$ cat src/rtl/vga_timing_gen.sv
// VGA 640x480@60 timing generator: 50 MHz clk, divide-by-2 pixel enable, 5x5-cell framebuffer coordinates.
// Define VGA_TEST_PATTERN_EN to add pat_red/pat_green/pat_blue colour-bar outputs for bring-up.
module vga_timing_gen #(
  parameter int H_VISIBLE = 640,
  parameter int H_FRONT   = 16,
  parameter int H_SYNC    = 96,
  parameter int H_BACK    = 48,
  parameter int V_VISIBLE = 480,
  parameter int V_FRONT   = 10,
  parameter int V_SYNC    = 2,
  parameter int V_BACK    = 33,
  parameter int SCALE     = 5
) (
  input  logic       clk,
  input  logic       reset,
  output logic       VGA_HSYNC,
  output logic       VGA_VSYNC,
  output logic       display_en,
  output logic       new_line,
  output logic       new_frame,
  output logic [6:0] hpixel,
  output logic [6:0] vpixel
`ifdef VGA_TEST_PATTERN_EN
  ,
  output logic       pat_red,
  output logic       pat_green,
  output logic       pat_blue
`endif
);

  localparam int H_TOTAL = H_VISIBLE + H_FRONT + H_SYNC + H_BACK;
  localparam int V_TOTAL = V_VISIBLE + V_FRONT + V_SYNC + V_BACK;
  localparam int HW = $clog2(H_TOTAL);
  localparam int VW = $clog2(V_TOTAL);
  localparam int SW = $clog2(SCALE + 1);

  localparam logic [HW-1:0] H_LAST       = HW'(H_TOTAL - 1);
  localparam logic [HW-1:0] H_VIS        = HW'(H_VISIBLE);
  localparam logic [HW-1:0] H_SYNC_FIRST = HW'(H_VISIBLE + H_FRONT);
  localparam logic [HW-1:0] H_SYNC_LAST  = HW'(H_VISIBLE + H_FRONT + H_SYNC - 1);
  localparam logic [HW-1:0] H_ONE        = HW'(1);
  localparam logic [VW-1:0] V_LAST       = VW'(V_TOTAL - 1);
  localparam logic [VW-1:0] V_VIS        = VW'(V_VISIBLE);
  localparam logic [VW-1:0] V_SYNC_FIRST = VW'(V_VISIBLE + V_FRONT);
  localparam logic [VW-1:0] V_SYNC_LAST  = VW'(V_VISIBLE + V_FRONT + V_SYNC - 1);
  localparam logic [VW-1:0] V_ONE        = VW'(1);
  localparam logic [SW-1:0] S_LAST       = SW'(SCALE - 1);
  localparam logic [SW-1:0] S_ONE        = SW'(1);
  localparam logic [6:0]    HPIX_MAX     = 7'((H_VISIBLE - 1) / SCALE);
  localparam logic [6:0]    VPIX_MAX     = 7'((V_VISIBLE - 1) / SCALE);

  logic          pix_en;
  logic [HW-1:0] h_cnt, h_nxt;
  logic [VW-1:0] v_cnt, v_nxt;
  logic [SW-1:0] h_sub, h_sub_nxt, v_sub, v_sub_nxt;
  logic [6:0]    hpix_nxt, vpix_nxt;
  logic          hpix_inc, vpix_inc;
  logic          h_wrap;
  logic          hsync_nxt, vsync_nxt, de_nxt;

  // Everything is computed from the next counter values so the registered
  // outputs line up with the counters without an extra pipeline stage.
  always_comb begin
    h_nxt     = h_cnt;
    v_nxt     = v_cnt;
    h_sub_nxt = h_sub;
    v_sub_nxt = v_sub;
    hpix_nxt  = hpixel;
    vpix_nxt  = vpixel;
    hpix_inc  = 1'b0;
    vpix_inc  = 1'b0;
    h_wrap    = pix_en && (h_cnt == H_LAST);

    if (pix_en) begin
      h_nxt = h_wrap ? '0 : h_cnt + H_ONE;
      if (h_nxt == '0) begin
        h_sub_nxt = '0;
        hpix_nxt  = '0;
      end else if (h_nxt < H_VIS) begin
        if (h_sub == S_LAST) begin
          h_sub_nxt = '0;
          hpix_inc  = 1'b1;
          hpix_nxt  = hpixel + 7'd1;
        end else begin
          h_sub_nxt = h_sub + S_ONE;
        end
      end
    end

    if (h_wrap) begin
      v_nxt = (v_cnt == V_LAST) ? '0 : v_cnt + V_ONE;
      if (v_nxt == '0) begin
        v_sub_nxt = '0;
        vpix_nxt  = '0;
      end else if (v_nxt < V_VIS) begin
        if (v_sub == S_LAST) begin
          v_sub_nxt = '0;
          vpix_inc  = 1'b1;
          vpix_nxt  = vpixel + 7'd1;
        end else begin
          v_sub_nxt = v_sub + S_ONE;
        end
      end
    end

    hsync_nxt = !((h_nxt >= H_SYNC_FIRST) && (h_nxt <= H_SYNC_LAST));
    vsync_nxt = !((v_nxt >= V_SYNC_FIRST) && (v_nxt <= V_SYNC_LAST));
    de_nxt    = (h_nxt < H_VIS) && (v_nxt < V_VIS);
  end

  always_ff @(posedge clk or posedge reset) begin
    if (reset) begin
      pix_en     <= 1'b0;
      h_cnt      <= '0;
      v_cnt      <= '0;
      h_sub      <= '0;
      v_sub      <= '0;
      VGA_HSYNC  <= 1'b1;
      VGA_VSYNC  <= 1'b1;
      display_en <= 1'b0;
      new_line   <= 1'b0;
      new_frame  <= 1'b0;
      hpixel     <= '0;
      vpixel     <= '0;
    end else begin
      pix_en     <= ~pix_en;
      h_cnt      <= h_nxt;
      v_cnt      <= v_nxt;
      h_sub      <= h_sub_nxt;
      v_sub      <= v_sub_nxt;
      VGA_HSYNC  <= hsync_nxt;
      VGA_VSYNC  <= vsync_nxt;
      display_en <= de_nxt;
      new_line   <= h_wrap;
      new_frame  <= h_wrap && (v_cnt == V_LAST);
      hpixel     <= hpix_nxt;
      vpixel     <= vpix_nxt;
    end
  end

`ifdef VGA_TEST_PATTERN_EN
  // Eight vertical bars taken from the top bits of the framebuffer column.
  always_ff @(posedge clk or posedge reset) begin
    if (reset) begin
      {pat_red, pat_green, pat_blue} <= 3'b000;
    end else begin
      {pat_red, pat_green, pat_blue} <= de_nxt ? hpix_nxt[6:4] : 3'b000;
    end
  end
`endif

  hpixel_no_overflow: assert property (@(posedge clk) disable iff (reset) hpix_inc |-> (hpixel < HPIX_MAX));
  vpixel_no_overflow: assert property (@(posedge clk) disable iff (reset) vpix_inc |-> (vpixel < VPIX_MAX));

endmodule

$ cat config.mk
export PLATFORM = sky130hd
export DESIGN_NAME = vga_timing_gen
export DESIGN_NICKNAME = d
export VERILOG_FILES = /design/src/rtl/vga_timing_gen.sv
export SDC_FILE = /design/constraint.sdc
export NUM_CORES = 1
export LEC_CHECK = 0
export CAP_MARGIN = 20
export CELL_PAD_IN_SITES_DETAIL_PLACEMENT = 1
export CELL_PAD_IN_SITES_GLOBAL_PLACEMENT = 2
export CORE_ASPECT_RATIO = 0.6
export CORE_UTILIZATION = 37
export DETAILED_ROUTE_END_ITERATION = 10
export PLACE_DENSITY = 0.86
export SLEW_MARGIN = 20
export SYNTH_ARGS = -nofsm -noshare
export SYNTH_HDL_FRONTEND = slang
export SYNTH_SLANG_ARGS = --single-unit
$ cat constraint.sdc
create_clock -name clk -period 2.7 [get_ports clk]
set_clock_uncertainty 0.2 [all_clocks]
set_input_delay 0.54 -clock clk [delete_from_list [all_inputs] [get_ports clk]]
set_output_delay 0.54 -clock clk [all_outputs]
set_load 0.02 [all_outputs]
==> results of run 1 <==
## power breakdown
| group | switching (mW) | internal, mW | total, mW |
|---|---|---|---|
| registers | 0 | 0.689 | 0.689 |
| logic | 0.0143 | 0.00236 | 0.0166 |
| clock network | 0.265 | 0.438 | 0.703 |
| total | 0.279 | 1.13 | 1.41 |
## worst reg2reg max path, stage by stage (launching register included)
cell	delay [ps]
dfrtp_2	470
ha_1	300
or4_1	560
a221oi_2	270
o211ai_1	130
buf_4	200
a22oi_1	190
o31ai_2	100
## layout make-up
cell class	count	area [um2]	share of cell area [%]
timing repair buffer	44	380	10.9
clock buffer	7	133	3.82
inverter	13	48.8	1.40
sequential	46	1160	33.3
tap	104	130	3.75
multi-input combinational	224	1600	45.9
clock inverter	1	30.0	0.864
## cell families after synthesis
group	Yosys count
simple gates	119
compound gates	79
fa+ha+maj	9
buf+inv	31
mux	3
xor+xnor	14
flops	46
## final timing paths
check / start / to / slack [ps] / cells after the start
max: v_cnt[0] / vpixel[4] / 160 / 7
min: v_sub[0] / v_sub[0] / 330 / 1
max reg2reg: v_cnt[0] / vpixel[4] / 160 / 7
min reg2reg: v_sub[0] / v_sub[0] / 330 / 1
max in group asynchronous: reset / v_cnt[1] / 1310 / 3
min in group asynchronous: reset / hpixel[2] / 550 / 3
## per-layer routing
metal	GRT usage [%]	vias to the layer above	part of all wire, %
met2	30.3	32	41
met1	31.8	1225	54
met4	3.90	0	0.75
li1	-	1174	-
met5	0	-	0
met3	4.43	6	3.5
## state kept, by name, indices dropped and copies added, names as in the netlist
register	flops
new_frame	1
new_line	1
h_sub	3
VGA_HSYNC	1
v_sub	3
hpixel	7
display_en	1
v_cnt	10
VGA_VSYNC	1
pix_en	1
h_cnt	10
vpixel	7
## what timing repair did
item                                    CTS  global route
setup buffers                             0             0
endpoints found under the setup margin    7            18
pin swaps                                 0             0
endpoints found under the hold margin     0             0
gates resized for setup                   1             8
## Yosys cell counts (all sizes together) (3+ instances only)
cell / count / share of area [%]
and4: 3 / 0.92
xnor2: 7 / 2.1
inv: 13 / 1.7
clkbuf: 3 / 0.39
nand2: 29 / 3.8
or3: 3 / 0.83
nand3: 11 / 2.5
nand4: 10 / 2.2
o31ai: 8 / 3.0
a311o: 3 / 1.0
a22o: 9 / 2.8
and2: 10 / 2.2
a21oi: 5 / 0.87
o211ai: 4 / 1.0
nand2b: 4 / 1.1
buf: 15 / 3.1
xor2: 7 / 2.1
nor2b: 9 / 2.0
nor2: 10 / 1.3
dfrtp: 44 / 38
a22oi: 4 / 1.0
nand3b: 5 / 1.3
nor3: 7 / 1.4
and3: 9 / 2.0
o21ai: 21 / 3.7
ha: 9 / 3.9
## stage by stage
stage	instance area [um2]	hold slack, ps	utilization (%)	power, mW
global route	3470	356	47.0	1.46
finish	3470	331	47.0	1.41
global placement	3270	293	44.3	0.720
detailed placement	3270	327	44.3	0.720
floorplan	2860	275	-	0.712
CTS	3440	336	46.5	1.43
==> results_tabular.tex, run 1 <==
\begin{tabular}{lr}
\hline
Metric & Value \\
\hline
\multicolumn{2}{l}{\textbf{Status}} \\
\quad Status & completed \\
\multicolumn{2}{l}{\textbf{Global route}} \\
\quad Wire length of the first global-routing pass & 13100 um \\
\quad GRT Residual Overflow & 0 \\
\quad All-Layer GR Usage & 20.9\% \\
\quad Initial antenna violation count & 0 \\
\quad Maximum number of pins on one net before global-route repair & 47 \\
\quad Number of global-route vias before repair & 2522 \\
\multicolumn{2}{l}{\textbf{Power}} \\
\quad Static leakage & 1.48 nW \\
\quad Cell Pwr Density & 405 mW/mm2 \\
\quad Maximum VDD drop & 213 uV \\
\multicolumn{2}{l}{\textbf{Synthesis}} \\
\quad Synth Area in Simple Gates & 24.2\% \\
\quad Total standard cell area after synthesis & 0.00286 mm2 \\
\quad Combinational family with the most area after synthesis & simple AND/OR/NAND/NOR gates \\
\quad Number of synthesized flops with an enable pin & 0 \\
\quad Flip-flop and latch count after synthesis & 46 \\
\quad Mux cell area share after synthesis & 1.09\% \\
\quad Warnings, synthesis & 0 \\
\quad Number of nets produced by synthesis & 312 \\
\quad Post-synth ARST share & 100\% \\
\quad Most instantiated flip-flop cell in the synthesis netlist & dfrtp\_1 \\
\quad Complex-gate fraction of the synthesized area & 21.0\% \\
\quad Count of unique library cells instantiated by Yosys & 64 \\
\quad Area share of xor/xnor cells in the synthesized design & 4.28\% \\
\quad Share of the yosys chip area belonging to registers & 40.3\% \\
\quad Post-Synth Adder-Cell Area & 3.93\% \\
\quad Post-synthesis instance total & 301 \\
\quad Syn\_area\_per\_cell & 9.51 um2 \\
\multicolumn{2}{l}{\textbf{STA}} \\
\quad Max-slew violation count & 0 \\
\quad Least setup slack across all paths after layout & 159 ps \\
\quad Min Tclk post-route & 2540 ps \\
\quad Worst Tran Pin Value & 619 ps \\
\quad Timing-limited maximum frequency & 0.393 GHz \\
\quad Setup TNS & 0 ps \\
\quad Total count of hold-check failures in the final report & 0 \\
\quad Final clock period utilization by the worst path & 94.1\% \\
\quad Unrepaired setup endpoints after global routing & no \\
\quad Final Setup Violations & 0 \\
\quad Max-slew headroom at the worst pin & 58.7\% \\
\multicolumn{2}{l}{\textbf{Final layout}} \\
\quad Final cell count without fillers & 439 \\
\quad Final-layout fill cell count & 870 \\
\quad Number of nets in the layout & 345 \\
\quad Leading cell type in the layout, fill and taps excluded & dfrtp\_1 \\
\quad Area growth from synthesis to layout & 21.3\% \\
\quad Share of layout cells above drive strength 1 & 17.3\% \\
\quad Most used cells in the layout excluding fill and tap cells & dfrtp\_1, nand2\_1, buf\_4 \\
\quad Antenna Cells & 0 \\
\multicolumn{2}{l}{\textbf{Critical path}} \\
\quad CP Capture Type & flip-flop \\
\quad Type of origin of the critical path & flip-flop \\
\quad Worst path top cell family by delay & compound AO/OA/AOI/OAI gates \\
\quad Worst EP arrival & 2510 ps \\
\quad CP max stage cell & or4\_1 \\
\quad Stage delay of the slowest cell on the critical path & 560 ps \\
\quad Required @ worst endpoint & 2660 ps \\
\quad Max Fanout on Critical Path & 9 \\
\quad Buf/Inv on CP & 1 \\
\quad Worst-path cell chain & ha\_1, or4\_1, a221oi\_2, o211ai\_1, buf\_4, a22oi\_1, o31ai\_2 \\
\quad Path type of the worst setup path & reg2reg \\
\multicolumn{2}{l}{\textbf{Placed design}} \\
\quad Estimated wirelength of the detail-placed design & 5520 um \\
\quad Worst setup slack before clock tree synthesis & -23.0 ps \\
\quad Routability-driven placement congestion ratio & 0.805 \\
\quad Count of input and output buffers & 20 \\
\quad Post-Place Cells & 431 \\
\multicolumn{2}{l}{\textbf{Floorplan}} \\
\quad Die Ht & 70.2 um \\
\quad Die width & 116 um \\
\quad Starting Density & 38.8\% \\
\quad Std cell rows & 24 \\
\quad Total core area & 0.00739 mm2 \\
\quad Die Footprint & 0.00811 mm2 \\
\quad Number of top-level pins & 21 \\
\multicolumn{2}{l}{\textbf{CTS}} \\
\quad Clock Pin Slew Worst Setup and Hold Paths & 60 ps \\
\quad H-tree level count & 2 \\
\quad Clock buffers created by TritonCTS & 5 \\
\quad Clock latency on the worst-skew pair & 290 ps \\
\quad Clock tree from TritonCTS & built \\
\quad Largest buffer count on any clock path & 2 \\
\quad Count of hold buffers inserted by post-cts repair & 0 \\
\quad Master cell of the clock root buffer & clkbuf\_16 \\
\quad Clock sink count & 46 \\
\multicolumn{2}{l}{\textbf{Job}} \\
\quad Max cap viols & 0 \\
\multicolumn{2}{l}{\textbf{Routing}} \\
\quad Count of unresolved DRC violations after routing & 0 \\
\quad Detailed-route wire length per cell & 17.1 um \\
\quad Final routed wirelength across all metal layers & 7490 um \\
\quad Vias/cell & 5.55 \\
\quad Iter 0 DRT Violations & 150 \\
\quad ANT nets after route & 0 \\
\quad DR pass1 iterations & 4 \\
\quad Detailed-route via count & 2437 \\
\multicolumn{2}{l}{\textbf{Hold path}} \\
\quad Worst Hold Class & reg2reg \\
\hline
\end{tabular}
(Power assumes the default switching activity.)
==> run 2, diff against run 1 <==
- CTS_CLUSTER_DIAMETER: default -> 80
==> results of run 2 <==
Same layout as run 1: the final DEF is identical, and so are final timing and power.
==> run 3, diff against run 2 <==
- REMOVE_ABC_BUFFERS: default -> 1
- TNS_END_PERCENT: default -> 50
==> results_tabular.tex, run 3 (same netlist as run 1, synthesis figures left out) <==
\begin{tabular}{lr}
\hline
Metric & Value \\
\hline
\multicolumn{2}{l}{\textbf{Placed design}} \\
\quad Routability-driven placement congestion ratio & 0.827 \\
\quad Estimated wirelength of the detail-placed design & 5370 um \\
\quad Count of input and output buffers & 20 \\
\multicolumn{2}{l}{\textbf{CTS}} \\
\quad Clock buffers created by TritonCTS & 5 \\
\quad Clock latency on the worst-skew pair & 290 ps \\
\quad Clock tree from TritonCTS & built \\
\quad H-tree level count & 2 \\
\quad Clock sink count & 46 \\
\quad Largest buffer count on any clock path & 2 \\
\quad Setup repair bufs after CTS & 0 \\
\quad Clock Pin Slew Worst Setup and Hold Paths & 70 ps \\
\quad Master cell of the clock root buffer & clkbuf\_16 \\
\multicolumn{2}{l}{\textbf{Final layout}} \\
\quad Leading cell type in the layout, fill and taps excluded & dfrtp\_1 \\
\quad Antenna Cells & 0 \\
\quad Area growth from synthesis to layout & 21.4\% \\
\quad Number of nets in the layout & 342 \\
\quad Most used cells in the layout excluding fill and tap cells & dfrtp\_1, nand2\_1, o21ai\_0 \\
\quad Util after Layout & 47.1\% \\
\quad Share of layout cells above drive strength 1 & 16.3\% \\
\quad Largest registers & h\_cnt (10), v\_cnt (10) \\
\multicolumn{2}{l}{\textbf{Power}} \\
\quad Part of the power in combinational logic & 1.2\% \\
\quad Cell Pwr Density & 443 mW/mm2 \\
\quad Static leakage & 1.49 nW \\
\quad Maximum VDD drop & 248 uV \\
\quad Switching part of the total power & 18.8\% \\
\quad Relative contribution of the clock network to total power & 54.0\% \\
\quad Sequential Power Share & 44.8\% \\
\quad Internal power of the cells & 1.25 mW \\
\quad Power after layout & 1.54 mW \\
\quad Total net switching power & 0.290 mW \\
\multicolumn{2}{l}{\textbf{Floorplan}} \\
\quad Starting Density & 38.8\% \\
\quad Die Footprint & 0.00811 mm2 \\
\quad Die width & 116 um \\
\quad Die Ht & 70.2 um \\
\quad Std cell rows & 24 \\
\quad Total core area & 0.00739 mm2 \\
\quad Number of top-level pins & 21 \\
\multicolumn{2}{l}{\textbf{Hold path}} \\
\quad Launch instance of the worst min-delay path & v\_sub[1] \\
\quad Number of cells on the worst hold path & 2 \\
\quad Sink of the worst hold path & v\_sub[1] \\
\quad Worst Hold Class & reg2reg \\
\multicolumn{2}{l}{\textbf{Global route}} \\
\quad Maximum number of pins on one net before global-route repair & 47 \\
\quad GRT Residual Overflow & 0 \\
\quad All-Layer GR Usage & 20.5\% \\
\quad Number of global-route vias before repair & 2508 \\
\quad Wire length of the first global-routing pass & 12700 um \\
\quad Initial antenna violation count & 0 \\
\multicolumn{2}{l}{\textbf{Routing}} \\
\quad Iter 0 DRT Violations & 136 \\
\quad DR pass1 iterations & 4 \\
\quad Final routed wirelength across all metal layers & 7360 um \\
\quad Highest routed metal layer & met4 \\
\quad Detailed-route via count & 2419 \\
\quad Detailed-route wire length per cell & 16.9 um \\
\quad Routed met3 length & 281 um \\
\quad Count of unresolved DRC violations after routing & 0 \\
\quad Metal-1 WL & 3970 um \\
\quad ANT nets after route & 0 \\
\quad Vias/cell & 5.55 \\
\quad Routed wire length on met2 & 3030 um \\
\multicolumn{2}{l}{\textbf{Critical path}} \\
\quad CP Capture Type & flip-flop \\
\quad Worst EP arrival & 2560 ps \\
\quad Reg2reg start & h\_cnt[0] \\
\quad Path type of the worst setup path & reg2reg \\
\quad Reg2Reg Depth & 7 \\
\quad Max Fanout on Critical Path & 10 \\
\quad Reg2reg setup slack & 130 ps \\
\quad Required @ worst endpoint & 2690 ps \\
\quad Type of origin of the critical path & flip-flop \\
\quad FF-to-FF End & hpixel[1] \\
\multicolumn{2}{l}{\textbf{Job}} \\
\quad Max cap viols & 0 \\
\multicolumn{2}{l}{\textbf{STA}} \\
\quad Worst Tran Pin Value & 432 ps \\
\quad Total count of hold-check failures in the final report & 0 \\
\quad Unrepaired setup endpoints after global routing & no \\
\quad Final Setup Violations & 0 \\
\quad Max-slew violation count & 0 \\
\quad Min Tclk post-route & 2570 ps \\
\quad Final clock period utilization by the worst path & 95.3\% \\
\quad Max-slew headroom at the worst pin & 71.0\% \\
\quad Worst Hold Slack & 317 ps \\
\quad Timing-limited maximum frequency & 0.388 GHz \\
\multicolumn{2}{l}{\textbf{Status}} \\
\quad Status & completed \\
\hline
\end{tabular}
run 3: changes by cell type in the layout (fill, tap and decap cells not counted), sizes merged:
cell | before | now
buf | 24 | 21
bufinv | 1 | 2
clkbuf | 7 | 6
run 3: layout make-up:
class / count / area [um2]
well taps: 104 / 130
fillers: 858 / 3910
clock inverters: 2 / 60.1
inverters: 13 / 48.8
clock buffers: 6 / 139
repair buffers: 41 / 370
multi-input cells: 224 / 1580
flip-flops and latches: 46 / 1150
run 3: worst max-delay path by stage:
stage | cells after the start | slack [ps] | end | from
finish | 7 | 130 | hpixel[1] | h_cnt[0]
global route | 7 | 5 | hpixel[1] | h_cnt[0]
CTS | 8 | 9 | hpixel[1] | h_cnt[0]
detailed placement | 7 | -20 | hpixel[1] | h_cnt[0]
global placement | 7 | 120 | hpixel[1] | h_cnt[0]
floorplan | 8 | 60 | hpixel[1] | h_cnt[1]
run 3: metrics by stage:
step                setup slack, ps  instances  cell area [um2]  TNS (ps)
floorplan                      60.5        283             2760         0
global placement                122        428             3260         0
detailed placement            -21.4        428             3260     -21.5
CTS                            9.38        436             3460         0
global route                   5.09        436             3480         0
finish                          126        436             3480         0
run 3: layer usage:
metal  vias to the layer above  global-route usage (%)
met5                         -                       0
met4                         0                    4.76
met3                         8                    4.69
met2                        35                    29.1
met1                      1209                    31.2
li1                       1167                       -
run 3: what timing repair did:
item,4_1_cts,5_1_grt
gates cloned,0,0
pin swaps,0,1
hold buffers,0,0
resized for setup,1,4
setup endpoints to repair,2,18
endpoints found under the hold margin,0,0
run 3: worst max-delay path, stage by stage (launching register included):
cell,delay [ps]
dfrtp_1,380
ha_1,260
or2_2,300
a2111oi_1,420
o22a_1,210
o2111a_2,290
nor2b_2,130
a32o_1,270
run 3: power groups by stage:
stage / logic [mW] / clock network [mW] / registers (mW)
2_1_floorplan: 0.0101 / 0 / 0.702
3_5_place_dp: 0.0206 / 0 / 0.702
3_3_place_gp: 0.0201 / 0 / 0.702
5_1_grt: 0.0223 / 0.879 / 0.689
6_report: 0.0191 / 0.832 / 0.689
4_1_cts: 0.0204 / 0.852 / 0.689
